==> src/rtl/ifetch_buffer.sv <==
// Instruction prefetch queue: fetches one word per cycle from a combinational
// instruction memory into a small FIFO of {pc, ins} and hands it to execute.
module ifetch_buffer #(
  parameter int DEPTH = 4,
  parameter int PC_W  = 32
) (
  input  logic                         clk,
  input  logic                         rstd,
  output logic [PC_W-1:0]              imem_addr,
  input  logic [PC_W-1:0]              imem_data,
  output logic [PC_W-1:0]              ins,
  output logic [PC_W-1:0]              ins_pc,
  output logic                         ins_valid,
  input  logic                         ins_ready,
  input  logic                         redirect,
  input  logic [PC_W-1:0]              redirect_pc,
  output logic [$clog2(DEPTH+1)-1:0]   count
);

  localparam int PTR_W = $clog2(DEPTH);
  localparam int CNT_W = $clog2(DEPTH+1);
  localparam logic [CNT_W-1:0] FULL = CNT_W'(DEPTH);

  logic [PC_W-1:0]  fetch_pc;
  logic [PTR_W-1:0] rd_ptr;
  logic [PTR_W-1:0] wr_ptr;
  logic [PC_W-1:0]  pc_mem  [DEPTH];
  logic [PC_W-1:0]  ins_mem [DEPTH];
  logic             pop;
  logic             push;

  // count never exceeds DEPTH, so "not full" is the same as count < DEPTH
  assign pop       = ins_valid & ins_ready;
  assign push      = ~redirect & ((count != FULL) | pop);
  assign ins_valid = (count != '0);
  assign imem_addr = fetch_pc;
  assign ins       = ins_valid ? ins_mem[rd_ptr] : '0;
  assign ins_pc    = ins_valid ? pc_mem[rd_ptr]  : '0;

  always_ff @(posedge clk or negedge rstd) begin
    if (!rstd) begin
      fetch_pc <= '0;
      rd_ptr   <= '0;
      wr_ptr   <= '0;
      count    <= '0;
    end else if (redirect) begin
      // Flush: a head popped this cycle is simply dropped with the rest
      fetch_pc <= redirect_pc;
      rd_ptr   <= '0;
      wr_ptr   <= '0;
      count    <= '0;
    end else begin
      if (push) begin
        wr_ptr   <= wr_ptr + PTR_W'(1);
        fetch_pc <= fetch_pc + PC_W'(1);
      end
      if (pop) begin
        rd_ptr <= rd_ptr + PTR_W'(1);
      end
      if (push && !pop) begin
        count <= count + CNT_W'(1);
      end else if (pop && !push) begin
        count <= count - CNT_W'(1);
      end
    end
  end

  // Storage carries no reset; entries are only read while counted as valid
  always_ff @(posedge clk) begin
    if (push) begin
      pc_mem[wr_ptr]  <= fetch_pc;
      ins_mem[wr_ptr] <= imem_data;
    end
  end

endmodule

==> config.mk <==
export PLATFORM = sky130hd
export DESIGN_NAME = ifetch_buffer
export DESIGN_NICKNAME = d
export VERILOG_FILES = /design/src/rtl/ifetch_buffer.sv
export SDC_FILE = /design/constraint.sdc
export NUM_CORES = 1
export LEC_CHECK = 0
export CORE_MARGIN = 2
export CORE_UTILIZATION = 25
export CTS_CLUSTER_DIAMETER = 80
export DETAILED_ROUTE_END_ITERATION = 6
export MAX_ROUTING_LAYER = met4
export PLACE_DENSITY = 0.5
export SLEW_MARGIN = 20
export SYNTH_ARGS = -nofsm -noshare
export SYNTH_HDL_FRONTEND = slang
export SYNTH_SLANG_ARGS = --single-unit
==> constraint.sdc <==
create_clock -name clk -period 4.5 [get_ports clk]
set_clock_uncertainty 0.1 [all_clocks]
set_input_delay 1.125 -clock clk [delete_from_list [all_inputs] [get_ports clk]]
set_output_delay 1.125 -clock clk [all_outputs]
set_load 0.03 [all_outputs]
# [Word-level counts from Yosys, hierarchy flattened]
# Memories as Yosys holds them, arrays and structs flattened.
# Cells that the tools add are included.
[word_totals] ff_bits=39 ram_bits=256 inputBits=68 out_inout_bits=100 mem_count=2
[memory_table] memory="ins_mem" words=4 width=32 read_ports=1 rd_clocked_by_memory_dff=0 write_ports=1 line_no="28" rtl="logic [PC_W-1:0] ins_mem [DEPTH];"
[memory_table] memory="pc_mem" words=4 width=32 read_ports=1 rd_clocked_by_memory_dff=0 write_ports=1 line_no="27" rtl="logic [PC_W-1:0] pc_mem [DEPTH];"
[op_classes] addsub=5 eq_ne=1 muxes=13 bitwise_logic=4 n_reduce_logical=8
[ops] op="two-way mux 32 bit" n=4
[ops] op="adder 32 x 1 -> 32 bit, second input constant" n=1
[ops] op="two-way mux 3 bit" n=3
[ops] op="two-way mux 2 bit" n=4
[ops] op="nonzero test 3 bit" n=2
[ops] op="adder 2 x 1 -> 2 bit, second input constant" n=2
[ops] op="nonzero test 2 bit" n=2
[ops] op="adder 3 x 1 -> 3 bit, second input constant" n=1
[ops] op="inequality test 3 bit, second input constant" n=1
[ops] op="subtractor 3 x 1 -> 3 bit, second input constant" n=1
[ops] op="AND 1 bit" n=2
[ops] op="logical AND 1 bit" n=2
[ops] op="zero test 1 bit" n=2
[ops] op="two-way mux 1 bit" n=2
[ops] op="inverter 1 bit" n=1
[ops] op="OR 1 bit" n=1

# [Depth between registers and ports, before layout]
# Gate-level depths: netlist (run 1).
[depth] word_depth=9 mapped_depth=11

# [Worst setup path after synthesis (run 1)]
# Ideal clock, no wire load.
[synth_timing] kind="in2reg" start="input port ins_ready" end="memory ins_mem[0][0] (enable)" setup_ps=429 t_arrival_ps=3639 t_required_ps=3971 setup_slack_ps=332 cell_stages=6 cell_sequence="buf_2 > or4b_1 > buf_2 > buf_1 > buf_2 > and3_1"
[synth_via] elab_chain_cells=5
[synth_lines] element="start, declared" line_no="14" rtl="input logic ins_ready,"
[synth_lines] element="AND 1 bit" line_no="33" rtl="assign pop = ins_valid & ins_ready;"
[synth_lines] element="OR 1 bit" line_no="34" rtl="assign push = ~redirect & ((count != FULL) | pop);"
[synth_lines] element="AND 1 bit" line_no="34"
[synth_lines] element="two-way mux 1 bit" line_no="70" rtl="if (push) begin"
[synth_lines] element="two-way mux 1 bit (implied by the code)" line_no="72" rtl="ins_mem[wr_ptr] <= imem_data;"
[synth_lines] element="end, declared" line_no="28"
# No other way between the ends.

# [Final worst setup path (run 1)]
[layout_timing] start="register rd_ptr[0]" end="output port ins_pc[15]"
[layout_via] elab_chain_cells=2
[layout_lines] element="start, declared" line_no="25" rtl="logic [PTR_W-1:0] rd_ptr;"
[layout_lines] element="start signal, assigned" line_no="58" rtl="rd_ptr <= rd_ptr + PTR_W'(1);"
[layout_lines] element="memory read (4 x 32 bit)"
[layout_lines] element="two-way mux 32 bit" line_no="38" rtl="assign ins_pc = ins_valid ? pc_mem[rd_ptr] : '0;"
[layout_lines] element="end, declared" line_no="12" rtl="output logic [PC_W-1:0] ins_pc,"
# No other way between the ends.

==> results of run 1 <==
==> through the flow <==
| step | hold WS, ns | std cells |
|---|---|---|
| 2_1_floorplan | 0.4381 | 691 |
| 3_3_place_gp | 0.4589 | 1446 |
| 3_5_place_dp | 0.4662 | 1446 |
| 4_1_cts | 0.4743 | 1508 |
| 5_1_grt | 0.4885 | 1509 |
| 6_report | 0.4754 | 1510 |
==> registers in the layout, summed over array words and instances (netlist names) <==
register   cells
rd_ptr         2
wr_ptr         2
count          3
imem_addr     32
pc_mem       128
ins_mem      128
==> cells in the final DEF, fill, tap and decap left out, types with 13 or more instances in the layout <==
cell type,Yosys,routed
clkbuf_16,0,36
dfrtp_1,39,37
nand3_1,15,15
nand2_1,24,24
mux4_2,64,64
o21ai_0,13,13
nand4_1,16,16
edfxtp_1,256,256
nor2_1,21,21
a31oi_1,16,16
clkdlybuf4s50_1,0,166
and2_1,66,66
or4_1,14,14
==> cells in the mapped netlist (7+ instances only) <==
cell / count / area, um2
nand4_1: 16 / 100.1
o31ai_1: 11 / 82.58
o211ai_1: 7 / 52.55
xnor2_1: 7 / 61.31
buf_2: 11 / 55.05
dfrtp_1: 39 / 975.9
nand2_1: 24 / 90.09
o21ai_0: 13 / 65.06
inv_1: 10 / 37.54
and3_1: 9 / 56.30
mux4_2: 64 / 1441
a31oi_1: 16 / 100.1
clkbuf_1: 25 / 93.84
nand3_1: 15 / 75.07
a21oi_1: 9 / 45.04
nor2_1: 21 / 78.83
or4_1: 14 / 105.1
edfxtp_1: 256 / 7687
and2_1: 66 / 412.9
==> cell type report <==
class | count | area (um2) | area share
antenna | 1 | 2.502 | 0.0001599
timing repair buffer | 183 | 1849 | 0.1182
inverter | 11 | 41.29 | 0.002639
clock buffer | 47 | 952.2 | 0.06085
sequential | 295 | 8671 | 0.5541
clock inverter | 15 | 137.6 | 0.008795
multi-input combinational | 343 | 3226 | 0.2061
tap | 615 | 769.5 | 0.04917
==> cells by family after synthesis <==
| kind of cell | synth area share |
|---|---|
| multiplexers | 0.1211 |
| AO/OA/AOI/OAI | 0.03657 |
| adder cells (fa/ha/maj) | 0.006838 |
| AND/OR/NAND/NOR | 0.09180 |
| XOR/XNOR | 0.008703 |
| flip-flops | 0.7174 |
| buffers and inverters | 0.01761 |
==> final timing paths <==
check,cells past startpoint,startpoint,to,slack (ns)
min in group asynchronous,1,rstd,imem_addr[3]$_DFFE_PN0P_,0.64
min reg2reg,2,wr_ptr[1]$_DFFE_PN0P_,wr_ptr[1]$_DFFE_PN0P_,0.48
max in group asynchronous,1,rstd,rd_ptr[1]$_DFFE_PN0P_,2.92
min,2,wr_ptr[1]$_DFFE_PN0P_,wr_ptr[1]$_DFFE_PN0P_,0.48
max,4,rd_ptr[0]$_DFFE_PN0P_,ins_pc[15],0.35
max reg2reg,9,count[1]$_DFFE_PN0P_,count[2]$_DFFE_PN0P_,1.74
==> routing by layer <==
| layer | global-route usage | vias up | share of wire |
|---|---|---|---|
| met2 | 0.1995 | 193 | 0.47 |
| met3 | 0.02112 | 41 | 0.046 |
| li1 | - | 3124 | - |
| met5 | - | - | 0 |
| met4 | 0.03957 | 0 | 0.019 |
| met1 | 0.1699 | 3598 | 0.46 |
==> worst max-delay path: stages (launching register included) <==
cell	delay [ns]
dfrtp_4	0.72
buf_12	0.33
mux4_2	0.55
and2_1	0.18
clkdlybuf4s50_1	0.59
==> report_power, final <==
group	total, mW	internal, mW	switching, mW
Sequential	3.52	3.30	0.219
Clock	2.68	1.56	1.12
Combinational	2.85	1.26	1.59
Total	9.05	6.12	2.93
==> repair_timing <==
action,CTS,global route
endpoints found under the setup margin,0,1
gates resized for setup,0,1
endpoints found under the hold margin,0,0
==> impl_metrics.toml, run 1 <==
[sta]
drv_slew = 0
finalSetupTns_ns = 0
final.setup.worst_slack_ns = 0.3497
rsz0062_at_grt = "no"
slew_headroom = 0.3443
max_freq_ghz = 0.2409
post-route-period-util = 0.9223
worst_pin_slew_ns = 0.9835
min_period_ns = 4.150
hold_violations = 0
setup_viol = 0

[job]
cap_viol_max_count = 0

[clock_tree]
holdBufCountCts = 0
cts_tree = "built"
clock-sinks = 295
cts_buffers = 35
htree_levels = 2
path_clk_slew_ns = 0.06
cts_root_buf = "clkbuf_16"
cts_buffer_depth = 3
clk_latency_ns = 0.54
post_cts_buffers = 0

[detailed_routing]
drtIter0Drc = 407
vias = 6956
vias_per_cell = 4.607
drtAntennaViolNets = 0
drcViolationCount = 0
firstDrtPassIters = 5
routedWlPerCell_um = 20.48
routed_wl_um = 30930

[finish]
drive_gt1_frac = 0.1588
syn_to_final_growth_pct = 29.58
final_area_mm2 = 0.01565
nNetsFinal = 943
final_util = 0.3278
nFillCells = 4673

[global_routing]
grt_pass1_wl_um = 45790
grt_max_degree = 63
globalRouteOverflowTotal = 0
antenna_found_initial = 2
grt_util_all_layers = 0.1273
grt_pass1_vias = 7112

[power]
power.leakage_nw = 5.000
fin_total_pwr_mw = 9.051
ir_worst_vdd_uv = 217.0
power_density_mw_per_mm2 = 578.4

[critical_path]
critPathArrivalTime_ns = 2.93
worstPathMaxFanout = 29
cp.required_ns = 3.27
crit_type = "flip-flop to primary output"
crit_path_end_kind = "primary output"
start_kind = "flip-flop"

[logic_synthesis]
postSynthCellCount = 691
yosys_warnings = 0
async_flop_share = 0.1322
synth.distinct_cells = 44
netlist_area_mm2 = 0.01208
synth-seq-cells = 295
syn_area_per_cell_um2 = 17.48
synth_edf_count = 256
ys_seq_area_frac = 0.7174
synth_nets = 765
synthFlopType = "edfxtp_1"

[place]
dpl_cell_area_mm2 = 0.01453
dp_hpwl_um = 19560
place_ws_ns = 0.6816
port_buffers = 167
routabilityCongestion = 0.7348

[floorplanning]
die_w_um = 223.8
io_pins = 168
rows = 80
die_area_mm2 = 0.05008
initial_core_util = 0.2529
die_h_um = 223.8
coreArea_mm2 = 0.04775

[run_status]
status = "complete, no violations"

[worst_hold_path]
hold_class = "flip-flop to flip-flop"
Note: power is estimated with default switching activity, not from simulation.
==> run 2, diff against run 1 <==
--- a/config.mk
+++ b/config.mk
@@ -5,7 +5,6 @@
 export SDC_FILE = /design/constraint.sdc
 export NUM_CORES = 1
 export LEC_CHECK = 0
-export CORE_MARGIN = 2
 export CORE_UTILIZATION = 25
 export CTS_CLUSTER_DIAMETER = 80
 export DETAILED_ROUTE_END_ITERATION = 6
==> run 2 against run 1 <==
Sequential cell count unchanged. Global-route usage grew 0.48 points. Register-to-register slack worse by 0.02 ns. First-iteration DRC count grew 18%. Die area down 1.8%. Via count is 2.0% lower. Cell count is 0.26% higher. Critical path type unchanged. Critical endpoint is now ins_pc[14]. Largest cell class unchanged. Largest power group unchanged.
==> impl_metrics.toml, run 2 (same netlist as run 1, synthesis figures left out) <==
[global_routing]
antenna_found_initial = 0
grt_pass1_wl_um = 46710
grt_pass1_vias = 7282
globalRouteOverflowTotal = 0
grt_max_degree = 64
grt_util_all_layers = 0.1321

[floorplanning]
die_h_um = 221.8
rows = 80
io_pins = 168
coreArea_mm2 = 0.04765
die_w_um = 221.8
initial_core_util = 0.2535
die_area_mm2 = 0.04919

[worst_hold_path]
hold_class = "flip-flop to flip-flop"

[sta]
post-route-period-util = 0.9199
slew_headroom = 0.3340
final.setup.worst_slack_ns = 0.3604
worst_pin_slew_ns = 0.9991
hold_violations = 0
rsz0062_at_grt = "no"
drv_slew = 0
finalSetupTns_ns = 0
max_freq_ghz = 0.2416
min_period_ns = 4.140
setup_viol = 0

[power]
fin_total_pwr_mw = 9.101
power_density_mw_per_mm2 = 580.1
power.leakage_nw = 5.020
ir_worst_vdd_uv = 198.4

[clock_tree]
cts_buffers = 35
holdBufCountCts = 0
cts_root_buf = "clkbuf_16"
htree_levels = 2
post_cts_resized = 0
clock-sinks = 295
post_cts_buffers = 0
cts_tree = "built"
clk_latency_ns = 0.52
cts_buffer_depth = 3
path_clk_slew_ns = 0.06

[place]
dp_hpwl_um = 19470
port_buffers = 167
routabilityCongestion = 0.7221
place_ws_ns = 0.5397

[finish]
final_util = 0.3293
nFillCells = 4620
layout_common_cells = "edfxtp_1 (256), clkdlybuf4s50_1 (166), and2_1 (66)"
final_common_cell = "edfxtp_1"
syn_to_final_growth_pct = 29.91
nNetsFinal = 947
drive_gt1_frac = 0.1592

[critical_path]
crit_chain = "buf_12 > mux4_2 > and2_1 > clkdlybuf4s50_1"
cp.required_ns = 3.27
path_delay_family = "buffers and inverters"
slowest_delay_ns = 0.75
crit_path_end_kind = "primary output"
crit_buf_inv = 2
crit_type = "flip-flop to primary output"
critical_path.slowest_cell = "dfrtp_4"
critPathArrivalTime_ns = 2.91
start_kind = "flip-flop"
worstPathMaxFanout = 22

[detailed_routing]
drtIter0Drc = 479
vias = 6815
routed_wl_um = 31080
drcViolationCount = 0
drtAntennaViolNets = 0
routedWlPerCell_um = 20.53
vias_per_cell = 4.501
firstDrtPassIters = 4

[run_status]
status = "complete, no violations"

[job]
cap_viol_max_count = 0
==> run 2: tightest hold or removal path: stages, from the launching register on <==
cell,delay [ns]
dfrtp_1,0.40
nand2_1,0.07
a21oi_1,0.05
==> run 2: layout make-up <==
type | instances | area, um2 | area share
clock buffer | 45 | 965.9 | 0.06157
clock inverter | 17 | 137.6 | 0.008773
sequential | 295 | 8671 | 0.5527
multi-input combinational | 343 | 3222 | 0.2054
antenna | 1 | 2.502 | 0.0001595
timing repair buffer | 187 | 1879 | 0.1198
inverter | 11 | 41.29 | 0.002632
tap | 615 | 769.5 | 0.04905
==> run 2: power by group <==
group | total, mW | internal (mW) | switching, mW
registers | 3.52 | 3.30 | 0.222
logic | 2.85 | 1.28 | 1.57
clock network | 2.73 | 1.63 | 1.10
==> run 2: worst paths after layout <==
| check | to | start | cells past startpoint | slack, ns |
|---|---|---|---|---|
| hold reg to reg | wr_ptr[1]$_DFFE_PN0P_ | wr_ptr[1]$_DFFE_PN0P_ | 2 | 0.47 |
| setup reg to reg | imem_addr[24]$_DFFE_PN0P_ | imem_addr[2]$_DFFE_PN0P_ | 4 | 1.72 |
| min in group asynchronous | imem_addr[9]$_DFFE_PN0P_ | rstd | 1 | 0.67 |
| setup / recovery | ins_pc[14] | rd_ptr[0]$_DFFE_PN0P_ | 4 | 0.36 |
| max in group asynchronous | rd_ptr[1]$_DFFE_PN0P_ | rstd | 1 | 2.89 |
| hold / removal | wr_ptr[1]$_DFFE_PN0P_ | wr_ptr[1]$_DFFE_PN0P_ | 2 | 0.47 |
==> run 2: routing by layer <==
layer | part of all wire | vias to the layer above | routed length (um) | GRT usage
met5 | 0 | - | 0 | -
met2 | 0.47 | 175 | 14630 | 0.2052
met4 | 0.021 | 0 | 667 | 0.04256
met3 | 0.044 | 47 | 1369 | 0.02372
met1 | 0.46 | 3468 | 14420 | 0.1750
li1 | - | 3125 | - | -
==> run 2: metrics by stage <==
step / hold WS (ns) / std cells / area (um2)
after CTS: 0.4752 / 1512 / 15670
after floorplan: 0.4381 / 691 / 12080
final: 0.4669 / 1514 / 15690
after global routing: 0.4985 / 1513 / 15690
after global placement: 0.4612 / 1450 / 14560
after detailed placement: 0.4672 / 1450 / 14560
==> RTL edit: new RTL, config.mk and constraints of run 1 <==
`PC_W`: 32 -> 64.
--- a/src/rtl/ifetch_buffer.sv
+++ b/src/rtl/ifetch_buffer.sv
@@ -2,7 +2,7 @@
 // instruction memory into a small FIFO of {pc, ins} and hands it to execute.
 module ifetch_buffer #(
   parameter int DEPTH = 4,
-  parameter int PC_W  = 32
+  parameter int PC_W  = 64
 ) (
   input  logic                         clk,
   input  logic                         rstd,
Interface: changed (5 resized); port bits go from 168 to 328. The function was not compared with the original's and may differ.
==> RTL edit against run 1 <==
Synthesized cell count is 86% higher; synthesized area is 94% higher; global-route usage is 0.74 points higher; first-iteration DRC count is 130% higher; cell area is 96% higher; clock power is 110% higher; combinational power is 95% higher; setup slack better by 22 ps; sequential cell count is 288 higher; fmax is 0.53% higher; routed wire length is 100% higher; critical path depth stayed put; total power is 97% higher; critical endpoint is now ins[45]; largest cell class unchanged; highest routed layer unchanged.
==> RTL edit: results (changes against run 1) <==
The initial antenna violation count came to 13 (was 2). The number of DRC markers in iteration 0 came out at 946 (was 407). The maximum single-stage delay on the critical path is 600 ps (was 720 ps). The area fraction in compound gates after synthesis is 2.40% (was 3.66%). The number of global-route vias before repair came to 13500 (was 7112). Result of the run: finished, final reports clean (unchanged).

The post-synth net total came out at 1426 (was 765). The highest-delay cell along the critical path is sky130_fd_sc_hd__mux4_2 (was sky130_fd_sc_hd__dfrtp_4). The area after detailed placement is 28400 sq um (was 14500 sq um). The wire length on met2 came out at 30300 um (was 14600 um). The level count of the clock H-tree is 3 (was 2). The global-route wire length before repair is 92200 um (was 45800 um). The final layout net count came out at 1783 (was 943). The cell depth of the worst flop-to-flop path came to 5 (was 9). The post-synthesis adder-cell area fraction is 0.352% (was 0.684%).

The routed length on met1 was 27600 um (was 14300 um). The data arrival time at the worst-slack endpoint came out at 2900 ps (was 2930 ps). The total detailed-routing wirelength came to 63300 um (was 30900 um). The mean routed wirelength per cell is 21.3 um (was 20.5 um). The pin count of the biggest net entering global routing is 88 (was 63). The area taken by flip-flops and latches is 17200 sq um (was 8670 sq um). The placement-stage worst setup slack came to 636 ps (was 682 ps). The number of port buffers was 327 (was 167). The standby leakage power came out at 9.82 nW (was 5.00 nW). The detailed placement HPWL is 40400 um (was 19600 um). The routed via count divided by cell count came out at 4.38 (was 4.61).

The number of buffers created by CTS is 70 (was 35). The source-to-sink clock delay at the later pin of the worst-skew pair was 590 ps (was 540 ps). The number of synthesized flops with an enable pin came out at 512 (was 256).

The fraction of synthesis flops using an asynchronous set or reset pin was 12.2% (was 13.2%).
[RTL edit: worst min-delay path: cells and delay by family (launching register included)]
family | cells | cell delay (ps)
AO/OA/AOI/OAI | 1 | 50
AND/OR/NAND/NOR | 1 | 80
flip-flops | 1 | 410
[RTL edit: final timing paths]
kind,from,end,slack (ps)
worst max-delay path,rd_ptr[0],ins[45],370
worst min-delay path,wr_ptr[1],wr_ptr[1],480
worst max register to register,imem_addr[12],imem_addr[58],1430
worst min register to register,wr_ptr[1],wr_ptr[1],480
max in group asynchronous,rstd,rd_ptr[0],3220
min in group asynchronous,rstd,imem_addr[34],490
[RTL edit: logic make-up (layout without fill, tap and decap cells)]
group | count (synthesis) | in the layout
xor+xnor | 39 | 39
mux | 129 | 129
simple gates | 353 | 353
other cells | 0 | 14
buf+inv | 79 | 489
compound gates | 99 | 99
fa+ha+maj | 6 | 6
flops | 583 | 583
[RTL edit: metal layers]
metal / up-vias / global-route usage [%]
li1: 5835 / -
met4: 0 / 3.54
met3: 66 / 3.94
met2: 376 / 21.2
met1: 6704 / 17.0
met5: - / -
[RTL edit: where the power goes]
part / internal [mW] / total, mW / switching [mW]
logic: 2.40 / 5.56 / 3.15
registers: 6.51 / 6.77 / 0.260
clock network: 3.33 / 5.54 / 2.21
total: 12.2 / 17.9 / 5.62
[RTL edit: layout make-up]
class,count,area share (%)
Sequential cell,583,55.9
Multi-Input combinational cell,626,19.6
Timing Repair Buffer,352,11.8
Clock buffer,90,6.28
Tap cell,1254,5.11
Clock inverter,35,1.09
Inverter,12,0.147
Antenna cell,14,0.114
